[src/rtl/dircc_types_pkg.sv]
// Shared DiRCC fabric types: destination header layout and dispatcher FSM states.
package dircc_types_pkg;

  localparam int unsigned HDR_W        = 32;
  localparam int unsigned HW_ADDR_W    = 16;
  localparam int unsigned SW_ADDR_W    = 8;
  localparam int unsigned PORT_W       = 4;
  localparam int unsigned FLAG_W       = 4;
  localparam int unsigned FLAG_LSB     = 0;
  localparam int unsigned PORT_LSB     = FLAG_LSB + FLAG_W;
  localparam int unsigned SW_ADDR_LSB  = PORT_LSB + PORT_W;
  localparam int unsigned HW_ADDR_LSB  = SW_ADDR_LSB + SW_ADDR_W;
  localparam int unsigned DROP_CNT_W   = 16;

  typedef struct packed {
    logic [HW_ADDR_W-1:0] hw_addr;
    logic [SW_ADDR_W-1:0] sw_addr;
    logic [PORT_W-1:0]    port;
    logic [FLAG_W-1:0]    flag;
  } address_t;

  typedef enum logic [1:0] {
    ST_IDLE    = 2'd0,
    ST_DELIVER = 2'd1,
    ST_DISCARD = 2'd2
  } state_t;

  // Build a header word from its fields (transmit side).
  function automatic logic [HDR_W-1:0] dircc_header_pack(input address_t a);
    logic [HDR_W-1:0] w;
    w = '0;
    w[HW_ADDR_LSB +: HW_ADDR_W] = a.hw_addr;
    w[SW_ADDR_LSB +: SW_ADDR_W] = a.sw_addr;
    w[PORT_LSB    +: PORT_W]    = a.port;
    w[FLAG_LSB    +: FLAG_W]    = a.flag;
    return w;
  endfunction

  // Split a header word into its fields (receive side).
  function automatic address_t dircc_header_unpack(input logic [HDR_W-1:0] w);
    address_t a;
    a.hw_addr = w[HW_ADDR_LSB +: HW_ADDR_W];
    a.sw_addr = w[SW_ADDR_LSB +: SW_ADDR_W];
    a.port    = w[PORT_LSB    +: PORT_W];
    a.flag    = w[FLAG_LSB    +: FLAG_W];
    return a;
  endfunction

endpackage

[src/rtl/dircc_st_pipe_reg.sv]
// One-entry Avalon-ST register slice carrying data, sop and eop.
module dircc_st_pipe_reg #(
  parameter int unsigned DATA_W = 32
) (
  input  logic              clk,
  input  logic              reset,
  input  logic [DATA_W-1:0] in_data,
  input  logic              in_valid,
  input  logic              in_sop,
  input  logic              in_eop,
  output logic              in_ready_c,
  output logic [DATA_W-1:0] out_data,
  output logic              out_valid,
  output logic              out_sop,
  output logic              out_eop,
  input  logic              out_ready
);

  // Slot may be refilled when empty or when its current beat is leaving.
  assign in_ready_c = !out_valid || out_ready;

  // Output register: load on accept, clear valid once drained.
  always_ff @(posedge clk) begin
    if (reset) begin
      out_data  <= '0;
      out_valid <= 1'b0;
      out_sop   <= 1'b0;
      out_eop   <= 1'b0;
    end else if (in_ready_c) begin
      out_valid <= in_valid;
      if (in_valid) begin
        out_data <= in_data;
        out_sop  <= in_sop;
        out_eop  <= in_eop;
      end
    end
  end

endmodule

[src/rtl/dircc_packet_dispatcher.sv]
// Receive-side DiRCC endpoint: validates the destination header and forwards payload.
module dircc_packet_dispatcher
  import dircc_types_pkg::*;
#(
  parameter int unsigned HW_ADDR      = 0,
  parameter int unsigned DEVICE_COUNT = 1,
  parameter int unsigned INPUT_COUNT  = 1,
  parameter int unsigned DATA_W       = 32
) (
  input  logic                  clk,
  input  logic                  reset,
  input  logic [DATA_W-1:0]     in_data,
  input  logic                  in_valid,
  output logic                  in_ready,
  input  logic                  in_startofpacket,
  input  logic                  in_endofpacket,
  output logic [DATA_W-1:0]     out_data,
  output logic                  out_valid,
  input  logic                  out_ready,
  output logic                  out_startofpacket,
  output logic                  out_endofpacket,
  output logic [SW_ADDR_W-1:0]  out_device,
  output logic [PORT_W-1:0]     out_port,
  output logic [FLAG_W-1:0]     out_flag,
  output logic [DROP_CNT_W-1:0] drop_count
);

  state_t   state, state_next;
  address_t hdr;
  logic     hdr_ok;
  logic     latch_hdr;
  logic     drop_inc;
  logic     pipe_valid;
  logic     pipe_ready;
  logic     first_pending;

  assign hdr    = dircc_header_unpack(HDR_W'(in_data));
  assign hdr_ok = (hdr.hw_addr == HW_ADDR_W'(HW_ADDR))
               && (32'(hdr.sw_addr) < DEVICE_COUNT)
               && (32'(hdr.port) < INPUT_COUNT);

  // State register.
  always_ff @(posedge clk) begin
    if (reset) state <= ST_IDLE;
    else       state <= state_next;
  end

  // Next state, ingress ready and per-beat control strobes.
  always_comb begin
    state_next = state;
    in_ready   = 1'b0;
    latch_hdr  = 1'b0;
    drop_inc   = 1'b0;
    pipe_valid = 1'b0;
    case (state)
      ST_IDLE: begin
        in_ready = 1'b1;
        if (in_valid) begin
          if (in_startofpacket) begin
            latch_hdr = 1'b1;
            if (in_endofpacket) drop_inc   = 1'b1;
            else if (hdr_ok)    state_next = ST_DELIVER;
            else                state_next = ST_DISCARD;
          end else begin
            drop_inc = 1'b1;
          end
        end
      end
      ST_DELIVER: begin
        in_ready   = pipe_ready;
        pipe_valid = in_valid;
        if (in_valid && pipe_ready && in_endofpacket) state_next = ST_IDLE;
      end
      ST_DISCARD: begin
        in_ready = 1'b1;
        if (in_valid && in_endofpacket) begin
          drop_inc   = 1'b1;
          state_next = ST_IDLE;
        end
      end
      default: state_next = ST_IDLE;
    endcase
    if (reset) begin
      in_ready   = 1'b0;
      latch_hdr  = 1'b0;
      drop_inc   = 1'b0;
      pipe_valid = 1'b0;
    end
  end

  // Header fields held for the whole packet; SOP flag armed for the first payload beat.
  always_ff @(posedge clk) begin
    if (reset) begin
      out_device    <= '0;
      out_port      <= '0;
      out_flag      <= '0;
      first_pending <= 1'b0;
    end else begin
      if (latch_hdr) begin
        out_device    <= hdr.sw_addr;
        out_port      <= hdr.port;
        out_flag      <= hdr.flag;
        first_pending <= 1'b1;
      end else if (pipe_valid && pipe_ready) begin
        first_pending <= 1'b0;
      end
    end
  end

  // Saturating discard counter.
  always_ff @(posedge clk) begin
    if (reset)                                  drop_count <= '0;
    else if (drop_inc && (drop_count != '1))    drop_count <= drop_count + DROP_CNT_W'(1);
  end

  dircc_st_pipe_reg #(.DATA_W(DATA_W)) u_pipe (
    .clk       (clk),
    .reset     (reset),
    .in_data   (in_data),
    .in_valid  (pipe_valid),
    .in_sop    (first_pending),
    .in_eop    (in_endofpacket),
    .in_ready_c(pipe_ready),
    .out_data  (out_data),
    .out_valid (out_valid),
    .out_sop   (out_startofpacket),
    .out_eop   (out_endofpacket),
    .out_ready (out_ready)
  );

endmodule

[config.mk]
export PLATFORM = sky130hd
export DESIGN_NAME = dircc_packet_dispatcher
export DESIGN_NICKNAME = d
export VERILOG_FILES = /design/src/rtl/dircc_types_pkg.sv /design/src/rtl/dircc_st_pipe_reg.sv /design/src/rtl/dircc_packet_dispatcher.sv
export SDC_FILE = /design/constraint.sdc
export NUM_CORES = 1
export LEC_CHECK = 0
export ABC_AREA = 1
export CAP_MARGIN = 10
export CELL_PAD_IN_SITES_DETAIL_PLACEMENT = 0
export CELL_PAD_IN_SITES_GLOBAL_PLACEMENT = 2
export CORE_ASPECT_RATIO = 1.25
export CORE_MARGIN = 2
export CORE_UTILIZATION = 22
export DETAILED_ROUTE_END_ITERATION = 6
export PLACE_DENSITY = 0.8
export SLEW_MARGIN = 20
export SYNTH_ARGS = -nofsm -noshare
export SYNTH_HDL_FRONTEND = slang
export SYNTH_HIERARCHICAL = 1
export SYNTH_SLANG_ARGS = --single-unit
export TNS_END_PERCENT = 5
[constraint.sdc]
create_clock -name clk -period 1.4 [get_ports clk]
set_input_delay 0.28 -clock clk [delete_from_list [all_inputs] [get_ports clk]]
set_output_delay 0.28 -clock clk [all_outputs]
set_load 0.1 [all_outputs]
==> results of run 1 <==
cells in the final DEF, fill, tap and decap left out, types with 2 or more instances in the layout:
cell type,netlist,final
nand2_1,125,122
buf_12,1,74
nor2_1,69,68
nand3_1,62,61
buf_4,2,54
dfxtp_1,70,51
inv_1,51,49
a21oi_1,42,36
clkdlybuf4s50_1,0,34
a21oi_2,10,15
dfxtp_4,0,14
clkbuf_16,0,10
o21ai_0,11,9
o21ai_1,7,8
nand4_1,6,6
dfxtp_2,0,5
inv_2,2,4
nand2_2,3,4
nor2_2,4,4
nor2_4,2,3
xnor2_1,3,3
dlygate4sd2_1,0,3
buf_6,11,3
nand3_2,1,2
clkbuf_8,0,2
clkbuf_1,3,2
metrics by stage:
step	setup WS [ns]	power, mW	TNS (ns)
floorplan	-0.228	2.44	-2.88
global placement	-0.407	2.82	-23.98
detailed placement	-0.441	2.82	-24.96
CTS	-0.0669	5.13	-0.204
global route	-0.113	5.28	-1.42
finish	-0.0436	5.05	-0.103
layout make-up:
type | count | area, µm² | area share, %
timing repair buffer | 168 | 2290 | 36.6
tap | 212 | 265 | 4.25
inverter | 54 | 203 | 3.25
clock inverter | 2 | 13.8 | 0.220
multi-input combinational | 353 | 1730 | 27.7
clock buffer | 14 | 285 | 4.57
sequential | 70 | 1460 | 23.4
cells by family (layout without fill, tap and decap cells):
logic type,after synthesis,in the layout
AND/OR/NAND/NOR,276,276
XOR/XNOR,4,4
AO/OA/AOI/OAI,72,72
buffers and inverters,82,238
flip-flops,70,70
adder cells (fa/ha/maj),1,1
layer usage:
| metal | global-route usage, % | vias to the layer above |
|---|---|---|
| met3 | 2.60 | 16 |
| met4 | 5.95 | 0 |
| met2 | 22.7 | 82 |
| met5 | 0 | - |
| met1 | 16.4 | 1684 |
| li1 | - | 1904 |
worst max-delay path, delay by kind of cell (launching register included):
kind,cells,cell delay [ns]
AOI/OAI and AO/OA,1,0.17
buffers and inverters,2,0.32
DFF,1,0.35
how the worst min path moves through the flow:
stage | endpoint | slack, ns | from | depth (start not counted)
2_1_floorplan | u_pipe/out_valid$_SDFFE_PP0P_ | 0.33 | reset | 1
5_1_grt | first_pending$_SDFFE_PP0P_ | 0.49 | first_pending$_SDFFE_PP0P_ | 2
6_report | first_pending$_SDFFE_PP0P_ | 0.47 | first_pending$_SDFFE_PP0P_ | 2
3_3_place_gp | first_pending$_SDFFE_PP0P_ | 0.46 | first_pending$_SDFFE_PP0P_ | 2
4_1_cts | first_pending$_SDFFE_PP0P_ | 0.47 | first_pending$_SDFFE_PP0P_ | 2
3_5_place_dp | first_pending$_SDFFE_PP0P_ | 0.46 | first_pending$_SDFFE_PP0P_ | 2
registers in the layout, indices dropped and copies added, names as in the netlist:
signal            flops
u_pipe/out_data      32
state                 2
out_flag              4
u_pipe/out_eop        1
out_port              4
drop_count           16
u_pipe/out_valid      1
out_device            8
first_pending         1
u_pipe/out_sop        1
power by group through the flow:
stage | registers (mW) | logic [mW] | clock network (mW)
3_3_place_gp | 2.08 | 0.737 | 0
6_report | 2.04 | 0.745 | 2.27
3_5_place_dp | 2.08 | 0.739 | 0
2_1_floorplan | 2.26 | 0.172 | 0
4_1_cts | 2.04 | 0.743 | 2.35
5_1_grt | 2.04 | 0.793 | 2.44
what timing repair did:
item | CTS | global route
buffers inserted | 1 | 1
setup endpoints to repair | 45 | 26
resized for setup | 14 | 10
pin swaps | 2 | 1
==> impl_metrics.py, run 1 <==
metrics = {
    "run_status": {
        "status": "complete, but fails checks",
        "violations": "negative setup slack",
    },
    "floorplan": {
        "num_rows": 51,
        "die-area_um2": 16700,
        "die_w_um": 116,
        "die_y_um": 144,
        "core_area_um2": 15500,
        "ios": 106,
        "start_util_pct": 22.3,
    },
    "routing": {
        "wl_met3_um": 398,
        "via_count": 3686,
        "vias_per_cell": 4.22,
        "drc_errors": 0,
        "wl_per_cell_um": 12.4,
        "postRouteAntennaNets": 0,
        "dr.max_layer_used": "met4",
        "wl_um": 10800,
        "wl_met1_um": 4700,
        "dr_wl_met2_um": 5490,
        "drt_iter0_drc": 139,
        "drt_pre_antenna_iters": 4,
    },
    "setup_path": {
        "cp_slowest_cell": "dfxtp_2",
        "crit_start": "state[0]$_SDFFE_PP0P_",
        "critPathMaxFanout": 4,
        "worst_r2r_path_depth": 10,
        "cp.arrival_ns": 1.16,
        "cp.required_ns": 1.12,
        "cp_cell_sequence": "buf_6, a21oi_4, buf_12",
        "endpoint": "in_ready",
        "ff2ff_setup_slack_ns": -0.02,
        "reg2reg_to": "drop_count[3]$_SDFFE_PP0P_",
        "critPathCaptureType": "output port",
        "startpoint_type": "register",
        "timing.rr.start": "drop_count[1]$_SDFFE_PP0P_",
        "worst-setup-path-type": "register to output port",
        "critPathMaxStageDelay_ns": 0.35,
    },
    "yosys": {
        "yosysSeqAreaShare_pct": 40.6,
        "avgSynthCellArea_um2": 6.84,
        "yosys-top-cells-count": "125 x nand2_1, 70 x dfxtp_1, 69 x nor2_1",
        "ys_ff_latch": 70,
        "synth_area_leaders": "dfxtp_1 41%, nand2_1 14%, nand3_1 9.0%, nor2_1 7.5%, a21oi_1 6.1%",
        "synth-compound-area-share_pct": 11.7,
        "syn-num-nets": 544,
        "post-synth-top-area-cell": "dfxtp_1",
        "yosysWarnings": 6,
        "syn_inst": 505,
        "yosys.area_share.xor_xnor_pct": 1.01,
        "synth_top_family_by_area": "simple AND/OR/NAND/NOR gates",
        "yosys.area_share.simple_pct": 34.0,
        "synth_edf_count": 0,
        "yosys.cell_types.count": 30,
        "synthAdderAreaFrac_pct": 0.362,
        "yosysMostFrequentCell": "nand2_1",
        "async_flop_share_pct": 0,
        "synthesis.area_um2": 3460,
        "synth_top_area_share_pct": 40.6,
        "ys.flop_type": "dfxtp_1",
        "muxShareOfSynthArea_pct": 0,
    },
    "cts": {
        "cts_max_level": 3,
        "clock_path_buffers": 2,
        "cts_root_buf": "clkbuf_16",
        "ctsHoldBuffers": 0,
        "clock_latency_ns": 0.33,
        "clkTransAtPathRegs_ns": 0.05,
        "clkSinkCount": 70,
        "numCtsBuffers": 9,
        "tritoncts": "done",
    },
    "timing": {
        "period_minus_slack_ns": 1.44,
        "tightest_slew_ns": 0.315,
        "skew_ns": 0.00406,
        "grt_setup_unrepaired": "yes",
        "fin_crit_sh_pct": 103,
        "hold_ws_ns": 0.467,
        "hold_viol_final": 0,
        "setup_viol": 5,
        "worst_slack_ns": -0.0436,
        "slew_headroom_pct": 78.9,
        "max_freq_mhz": 693,
        "slew_violations": 0,
    },
    "global_route": {
        "grt_max_degree": 26,
        "overflow": 0,
        "grt_pass1_wl_um": 17400,
        "first_global_vias": 3557,
        "antenna_found_initial": 0,
        "track_usage_pct": 13.4,
    },
    "worst_hold_path": {
        "hold_path.class": "register to register",
    },
    "layout": {
        "num-nets-final": 695,
        "syn2layout_area_growth_pct": 80.7,
        "stdcell_count": 873,
        "final_layout_size_suffix_gt1_share_pct": 30.9,
        "fin_area_um2": 6240,
        "num_antenna_cells": 0,
        "fillers": 1598,
        "postLayoutCoreUtil_pct": 40.3,
    },
    "pwr": {
        "swShare_pct": 26.1,
        "vdd.ir_drop.worst_mv": 0.443,
        "combPwrFrac_pct": 14.8,
        "clkPwrFrac_pct": 44.9,
        "p_leak_nw": 2.58,
        "power_density_nw_per_um2": 809,
        "p_seq_share_pct": 40.3,
        "p_sw_mw": 1.32,
        "p_int_mw": 3.73,
    },
    "placed_design": {
        "gp_congestion": 0.800,
        "hpwl_um": 8370,
        "post_dp_cell_area_um2": 5880,
        "dp_cells": 856,
        "io_buffers": 105,
    },
    "flow_run": {
        "maxCapViolations": 0,
    },
}
(Power assumes the default switching activity.)
==> run 2, diff against run 1 <==
--- a/config.mk
+++ b/config.mk
@@ -6,6 +6,7 @@
 export NUM_CORES = 1
 export LEC_CHECK = 0
 export ABC_AREA = 1
+export ABC_CLOCK_PERIOD_IN_PS = 1400
 export CAP_MARGIN = 10
 export CELL_PAD_IN_SITES_DETAIL_PLACEMENT = 0
 export CELL_PAD_IN_SITES_GLOBAL_PLACEMENT = 2
@@ -14,6 +15,7 @@
 export CORE_UTILIZATION = 22
 export DETAILED_ROUTE_END_ITERATION = 6
 export PLACE_DENSITY = 0.8
+export SETUP_SLACK_MARGIN = 0.3
 export SLEW_MARGIN = 20
 export SYNTH_ARGS = -nofsm -noshare
 export SYNTH_HDL_FRONTEND = slang
==> run 2 against run 1 <==
The run still ends with negative setup slack left. Wire length is 2.5% higher. Worst setup slack worse by 0.017 ns. Final cell count is 0.11% lower. First-iteration DRC count is 5.8% lower. Power is 2.7% lower. Final area is 3.2% higher. Global-route usage hardly changed. Combinational power is 3.9% higher. Utilization is 1.3 points higher. Critical path type unchanged. Critical endpoint unchanged.
==> impl_metrics.py, run 2 (synthesized netlist as in run 1, its figures left out) <==
metrics = {
    "run_status": {
        "status": "complete, but fails checks",
        "violations": "negative setup slack",
    },
    "timing": {
        "hold_ws_ns": 0.422,
        "slew_headroom_pct": 79.9,
        "tns_ns": -0.571,
        "skew_ns": 0.00609,
        "worst_slack_ns": -0.0605,
        "fin_crit_sh_pct": 104,
        "grt_setup_unrepaired": "yes",
        "max_freq_mhz": 685,
        "setup_viol": 14,
        "hold_viol_final": 0,
        "period_minus_slack_ns": 1.46,
        "tightest_slew_ns": 0.299,
        "slew_violations": 0,
    },
    "pwr": {
        "p_leak_nw": 2.67,
        "power_density_nw_per_um2": 762,
        "clkPwrFrac_pct": 43.0,
        "p_sw_mw": 1.38,
        "p_seq_share_pct": 41.3,
        "p_int_mw": 3.53,
        "totalPowerFinal_mw": 4.91,
        "combPwrFrac_pct": 15.7,
        "vdd.ir_drop.worst_mv": 0.411,
        "swShare_pct": 28.1,
    },
    "placed_design": {
        "io_buffers": 105,
        "hpwl_um": 8280,
        "pre_cts_ws_ns": -0.405,
        "post_dp_cell_area_um2": 5830,
        "gp_congestion": 0.786,
    },
    "setup_path": {
        "cp.required_ns": 1.12,
        "path_delay_family": "buffers and inverters",
        "critPathMaxStageDelay_ns": 0.33,
        "cp_cell_sequence": "inv_2, buf_6, nand2_4, a21oi_4, buf_12",
        "critPathMaxFanout": 2,
        "cp.arrival_ns": 1.18,
        "cp_slowest_cell": "dfxtp_2",
        "critPathCaptureType": "output port",
        "startpoint_type": "register",
        "worst-setup-path-type": "register to output port",
        "cp_num_buf_inv": 3,
    },
    "cts": {
        "ctsHoldBuffers": 0,
        "clkSinkCount": 70,
        "numCtsBuffers": 9,
        "cts_root_buf": "clkbuf_16",
        "tritoncts": "done",
        "clock_latency_ns": 0.33,
        "cts_max_level": 3,
        "clkTransAtPathRegs_ns": 0.06,
        "clock_path_buffers": 2,
    },
    "flow_run": {
        "maxCapViolations": 0,
    },
    "layout": {
        "final_cell_mix": "115 x nand2_1, 75 x buf_12, 67 x nor2_1, 58 x nand3_1, 49 x inv_1",
        "num_antenna_cells": 0,
        "fillers": 1609,
        "largest_reg_flops": 32,
        "num-nets-final": 694,
        "final_layout_size_suffix_gt1_share_pct": 40.8,
        "reg_top3": "u_pipe/out_data (32), drop_count (16), out_device (8)",
        "top_register": "u_pipe/out_data",
        "final_common_cell": "nand2_1",
        "syn2layout_area_growth_pct": 86.5,
        "fin_area_um2": 6440,
        "regArea_um2": 1540,
        "multi_input_area_um2": 1790,
    },
    "worst_hold_path": {
        "hold_path.class": "input port to register",
    },
    "global_route": {
        "antenna_found_initial": 0,
        "first_global_vias": 3522,
        "overflow": 0,
        "grt_pass1_wl_um": 17400,
        "grt_max_degree": 35,
        "track_usage_pct": 13.4,
    },
    "routing": {
        "wl_per_cell_um": 12.7,
        "vias_per_cell": 4.17,
        "drt_iter0_drc": 131,
        "drt_pre_antenna_iters": 4,
        "postRouteAntennaNets": 0,
        "via_count": 3638,
        "wl_um": 11100,
        "drc_errors": 0,
    },
    "floorplan": {
        "num_rows": 51,
        "die_y_um": 144,
        "die_w_um": 116,
        "start_util_pct": 22.3,
        "core_area_um2": 15500,
        "ios": 106,
        "die-area_um2": 16700,
    },
}
-- run 2: changes by cell type in the layout (fill, tap and decap cells not counted), sizes merged --
cell           previous run  this run
clkinv                    1         4
dlygate4sd2               3         6
clkdlybuf4s50            34        31
clkbuf                   14        11
buf                     131       128
clkinvlp                  1         3
-- run 2: through the flow --
step,cells,utilization (%)
2_1_floorplan,505,-
3_3_place_gp,847,37.6
3_5_place_dp,847,37.6
4_1_cts,864,40.2
5_1_grt,872,41.6
6_report,872,41.6
-- run 2: power groups by stage --
stage	logic, mW	registers, mW	clock network [mW]
final	0.774	2.03	2.11
after floorplan	0.174	2.26	0
after CTS	0.735	2.04	2.19
after global placement	0.728	2.08	0
after global routing	0.822	2.03	2.31
after detailed placement	0.730	2.08	0
-- run 2: routing by layer --
metal	global-route usage [%]	vias up	wire (µm)
met5	0	-	0
met4	5.01	0	186
met3	3.56	14	519
met2	22.8	81	5600
met1	16.1	1629	4800
li1	-	1914	-
-- run 2: worst register-to-register path, delay by kind of cell (launching register included) --
kind	cells	cell delay, ns
AOI/OAI and AO/OA	1	0.11
adders and majority gates	1	0.17
buffers and inverters	2	0.25
DFF	1	0.35
and+or+nand+nor	5	0.51
-- run 2: worst paths after layout --
| check | startpoint | end | slack, ns | depth (start not counted) |
|---|---|---|---|---|
| max | state[1]$_SDFFE_PP0P_ | in_ready | -0.06 | 5 |
| min | in_data[14] | out_device[6]$_SDFFE_PP0P_ | 0.42 | 4 |
| max reg2reg | drop_count[1]$_SDFFE_PP0P_ | drop_count[11]$_SDFFE_PP0P_ | -0.06 | 9 |
| min reg2reg | first_pending$_SDFFE_PP0P_ | first_pending$_SDFFE_PP0P_ | 0.48 | 2 |
-- run 2: cell type report --
class	count	share of cell area, %
Timing Repair Buffer	167	36.7
Multi-Input combinational cell	353	27.8
Sequential cell	70	23.9
Tap cell	212	4.12
Clock buffer	9	3.49
Inverter	54	3.18
Clock inverter	7	0.777
-- run 2: timing repair --
item                                    4_1_cts  5_1_grt
resized for setup                            75       34
endpoints found under the setup margin      138      138
cloned                                        0        3
setup buffers                                 1        5
pin swaps                                     4       20
